==> src/rtl/fp_wb_intermediate_arbiter.sv <==
// Intermediate-writeback arbiter feeding one registered slot to normalize/round.
// Define FP_WB_ARB_ROUND_ROBIN_EN for round-robin; default is fixed priority.
module fp_wb_intermediate_arbiter #(
  parameter int NUM_SRC   = 2,
  parameter int ID_W      = 2,
  parameter int PAYLOAD_W = 128
) (
  input  logic                           clk,
  input  logic                           rst,
  input  logic [NUM_SRC-1:0]             src_done,
  input  logic [NUM_SRC*ID_W-1:0]        src_id,
  input  logic [NUM_SRC*PAYLOAD_W-1:0]   src_payload,
  output logic [NUM_SRC-1:0]             src_ack,
  output logic                           out_valid,
  output logic [ID_W-1:0]                out_id,
  output logic [PAYLOAD_W-1:0]           out_payload,
  input  logic                           out_ready
);

  localparam int PTR_W = (NUM_SRC > 1) ? $clog2(NUM_SRC) : 1;

  logic                 r_valid;
  logic [ID_W-1:0]      r_id;
  logic [PAYLOAD_W-1:0] r_payload;

  logic                 w_can_load;
  logic                 w_found;
  logic                 w_grant;
  logic [PTR_W-1:0]     w_idx;
  logic [NUM_SRC-1:0]   w_ack;
  logic [ID_W-1:0]      w_sel_id;
  logic [PAYLOAD_W-1:0] w_sel_pl;

  assign w_can_load = ~r_valid | out_ready;
  assign w_grant    = w_found & w_can_load & ~rst;

`ifdef FP_WB_ARB_ROUND_ROBIN_EN
  logic [PTR_W-1:0] r_ptr;

  // Round-robin search starting at the pointer
  always_comb begin
    int k;
    w_found = 1'b0;
    w_idx   = '0;
    k       = 0;
    for (int j = 0; j < NUM_SRC; j++) begin
      k = (int'(r_ptr) + j) % NUM_SRC;
      if (!w_found && src_done[k]) begin
        w_found = 1'b1;
        w_idx   = PTR_W'(k);
      end
    end
  end

  // Pointer moves past the winner, only on a grant
  always_ff @(posedge clk) begin
    if (rst) begin
      r_ptr <= '0;
    end else if (w_grant) begin
      r_ptr <= PTR_W'((int'(w_idx) + 1) % NUM_SRC);
    end
  end
`else
  // Fixed priority: lowest index wins
  always_comb begin
    w_found = 1'b0;
    w_idx   = '0;
    for (int j = 0; j < NUM_SRC; j++) begin
      if (!w_found && src_done[j]) begin
        w_found = 1'b1;
        w_idx   = PTR_W'(j);
      end
    end
  end
`endif

  // One-hot grant and winner data select
  always_comb begin
    w_ack    = '0;
    w_sel_id = '0;
    w_sel_pl = '0;
    for (int i = 0; i < NUM_SRC; i++) begin
      if (w_grant && (int'(w_idx) == i)) begin
        w_ack[i] = 1'b1;
        w_sel_id = src_id[i*ID_W +: ID_W];
        w_sel_pl = src_payload[i*PAYLOAD_W +: PAYLOAD_W];
      end
    end
  end

  // Output slot: load on grant, drain on ready, data held when idle
  always_ff @(posedge clk) begin
    if (rst) begin
      r_valid   <= 1'b0;
      r_id      <= '0;
      r_payload <= '0;
    end else if (w_grant) begin
      r_valid   <= 1'b1;
      r_id      <= w_sel_id;
      r_payload <= w_sel_pl;
    end else if (out_ready) begin
      r_valid   <= 1'b0;
    end
  end

  assign src_ack     = w_ack;
  assign out_valid   = r_valid;
  assign out_id      = r_id;
  assign out_payload = r_payload;

endmodule
==> config.mk <==
export PLATFORM = sky130hd
export DESIGN_NAME = fp_wb_intermediate_arbiter
export DESIGN_NICKNAME = d
export VERILOG_FILES = /design/src/rtl/fp_wb_intermediate_arbiter.sv
export SDC_FILE = /design/constraint.sdc
export NUM_CORES = 1
export LEC_CHECK = 0
export ABC_CLOCK_PERIOD_IN_PS = 1720
export BUFFER_PORTS_ARGS = -buffer_cell sky130_fd_sc_hd__buf_2
export CELL_PAD_IN_SITES_DETAIL_PLACEMENT = 0
export CELL_PAD_IN_SITES_GLOBAL_PLACEMENT = 1
export CORE_AREA = 4 4 152 154
export CTS_BUF_LIST = sky130_fd_sc_hd__clkbuf_8
export CTS_CLUSTER_SIZE = 30
export DETAILED_ROUTE_END_ITERATION = 12
export DIE_AREA = 0 0 156 158
export HOLD_SLACK_MARGIN = 0.03
export PLACE_DENSITY = 0.76
export SLEW_MARGIN = 15
export SYNTH_ARGS = -nofsm -noshare
export SYNTH_HDL_FRONTEND = slang
export SYNTH_SLANG_ARGS = --single-unit
==> constraint.sdc <==
create_clock -name clk -period 1.72 [get_ports clk]
set_input_delay 0 -clock clk [delete_from_list [all_inputs] [get_ports clk]]
set_output_delay 0 -clock clk [all_outputs]
set_load 0.005 [all_outputs]
==> results.tsv <==
stage	metric	value	unit
sta	Final Skew	0.0105	ns
critical_path	worst r2r src	out_valid$_SDFFE_PP0P_	
final_layout	synthesis-to-layout area growth	90.4	%
synth	synthesized area per cell	7.77	um^2
placed_design	port bufs	397	
synth	complex-gate fraction of the synthesized area	24.9	%
sta	fmax	611	MHz
grt	Remaining Overflow, GRT	0	
synth	simple-gate share of the synthesized area	22.7	%
pwr	VDD IR max	384	uV
clock_network	Root Driver	clkbuf_8	
placed_design	pre-CTS setup slack	0.394	ns
critical_path	reg2reg setup slack	0.19	ns
placed_design	post-place instance area	8200	um^2
final_layout	fin nets	1635	
final_layout	post-route insts no fill	1663	
critical_path	R2R depth	5	
die	initial core utilization	27.3	%
grt	global-route wire length before repair	44400	um
detailed_routing	# DRC	0	
clock_network	clk_lat worst skew	0.44	ns
final_layout	share of cells above drive strength 1	33.6	%
clock_network	# clock sinks	131	
die	row cnt	54	
placed_design	Placed Cells	1364	
pwr	leak pwr	4.85	nW
synth	flops & latches, synth	131	
critical_path	WS Path Type	input pin to register	
pwr	Power, Total	8.02	mW
synth	ys async rst share	0	%
clock_network	TritonCTS clock tree	done	
synth	leading area contributor after synthesis	dfxtp_1	
synth	Post-Synth XOR/XNOR Area	0	%
synth	dominant synthesized flop cell	dfxtp_1	
final_layout	post-route core utilization	52.0	%
clock_network	clk slew on worst S/H paths	0.10	ns
synth	Mapped Cells	763	
sta	fin crit share	95.1	%
grt	GRT Total Usage	22.3	%
detailed_routing	via count	8750	
final_layout	ANT cells	0	
synth	EDFF count, synth	0	
critical_path	crit start category	input pin	
die	die width	156	um
synth	Syn. warnings	0	
grt	largest net degree at the start of global routing	81	
pwr	PD cells	711	nW/um^2
clock_network	CTS HTree Levels	4	
clock_network	total CTS buffers	17	
critical_path	Crit. End Element	register	
sta	Final WS setup	0.0841	ns
detailed_routing	DR WL/cell	17.6	um
run_status	run status	completed	
placed_design	Post-DP HPWL	17400	um
sta	Fin. Hold Viols	0	
die	core area	21700	um^2
grt	vias in the first global route	8843	
grt	initial antenna violation count	0	
critical_path	reg2reg end	out_payload[111]$_SDFFE_PP0N_	
synth	multiplexer share of the synthesized area	0	%
synth	mapped cell area	5930	um^2
final_layout	Finished Cell Area	11300	um^2
sta	post-route minimum period	1.64	ns
sta	Hold Slack	0.163	ns
critical_path	WP data arrival	2.02	ns
placed_design	RePlAce Congestion	0.813	
critical_path	CP Max Fanout	67	
sta	worst-margin pin slew	0.823	ns
detailed_routing	drt total wl	29200	um
synth	post-synthesis adder-cell area fraction	0	%
flow_run	max-cap viol count	0	
detailed_routing	routed vias/inst	5.26	
critical_path	crit path to	out_payload[111]$_SDFFE_PP0N_	
sta	Worst slew margin	45.1	%
die	Die ar.	24600	um^2
synth	top cell type's share of synthesized area	44.2	%
sta	RSZ-0062 raised after global routing	false	
detailed_routing	final antenna-violating net count	0	
clock_network	Max clock buf depth	2	
synth	Synth cell types	18	
sta	fin. max-slew vios	0	
sta	setup TNS	0	ns
min_path	worst min path class	input pin to register	
synth	top cells by area, synth	dfxtp_1, nand3_1, a31oi_1	
synth	largest family of logic cells by synthesized area	compound AO/OA/AOI/OAI gates	
die	I/O Pins	398	
detailed_routing	starting DRC count in detailed routing	662	
sta	final setup fails	0	
critical_path	Worst EP required	2.10	ns
detailed_routing	drt first pass iters	5	
synth	register area share after synthesis	44.2	%
critical_path	crit path launch	src_done[1]	
die	die height	158	um
synth	syn nets	1028	
worst max-delay path: stages:
cell and delay [ns]:
dlygate4sd3_1 0.54, buf_2 0.16, o21bai_4 0.20, buf_12 0.27
o21ai_0 0.12, a31oi_1 0.14, dlygate4sd3_1 0.56
Yosys cell counts, types with 2 or more instances:
cell and number:
o21ai_0 119, a31oi_1 130, o21ai_1 11, dfxtp_1 131
nor2b_1 2, nor2_1 2, buf_1 2, buf_4 13
buf_2 36, nand3_1 260, clkbuf_1 50
registers in the layout, summed over array words and instances, names as in the netlist:
name and flops:
out_valid 1, out_payload 128, out_id 2
timing repair:
| item | CTS | global route |
|---|---|---|
| hold endpoints to repair | 131 | 0 |
| setup buffers | 0 | 5 |
| endpoints found under the setup margin | 0 | 1 |
| hold buffers | 262 | 0 |
| resized for setup | 0 | 0 |
power by group:
part | leakage, nW | switching [mW] | internal (mW)
logic | 3.57 | 0.878 | 1.04
registers | 1.08 | 0.0932 | 3.25
clock network | 0.202 | 1.37 | 1.39
total | 4.85 | 2.34 | 5.68
worst min path at each step:
stage / start / endpoint / slack (ns) / cells after the start
final: rst / out_payload[8]$_SDFFE_PP0N_ / 0.16 / 5
after global routing: rst / out_payload[3]$_SDFFE_PP0N_ / 0.15 / 5
after CTS: out_ready / out_payload[19]$_SDFFE_PP0N_ / 0.10 / 4
after detailed placement: src_payload[178] / out_payload[50]$_SDFFE_PP0N_ / 0.28 / 3
after global placement: src_payload[107] / out_payload[107]$_SDFFE_PP0N_ / 0.28 / 3
after floorplan: src_done[0] / out_valid$_SDFFE_PP0P_ / 0.17 / 2
routing by layer:
| layer | global-route usage (%) | vias to the layer above | wire (um) |
|---|---|---|---|
| li1 | - | 4076 | - |
| met1 | 25.5 | 4084 | 11100 |
| met2 | 37.9 | 515 | 14200 |
| met3 | 7.30 | 75 | 3020 |
| met4 | 10.2 | 0 | 955 |
| met5 | 0 | - | 0 |
cells in the final DEF, fill, tap and decap left out, drive strengths merged:
master       synthesis  final
o21bai               1      1
nand3              260    260
a21oi                1      1
dfxtp              131    131
clkinv               0      2
nor2b                2      2
dlygate4sd3          0    262
inv                  0      6
bufinv               0      2
nor2                 2      2
buf                 52    428
nand2                1      1
a31oi              130    130
o21ai              130    130
and2                 1      1
nand2b               1      1
clkbuf              50     19
and2b                1      1
clkinvlp             0      3
logic make-up (layout without fill, tap and decap cells):
group,Yosys count,count (layout)
flops,131,131
compound gates,262,262
buf+inv,102,722
simple gates,268,268
cell type report:
cell class | instances | area (um^2)
Timing Repair Buffer | 690 | 5040
Clock inverter | 13 | 148
Multi-Input combinational cell | 530 | 2860
Clock buffer | 19 | 262
Sequential cell | 131 | 2620
Tap cell | 280 | 350
Fill cell | 1922 | 10400
No activity file was read; power rests on OpenSTA's default activity.
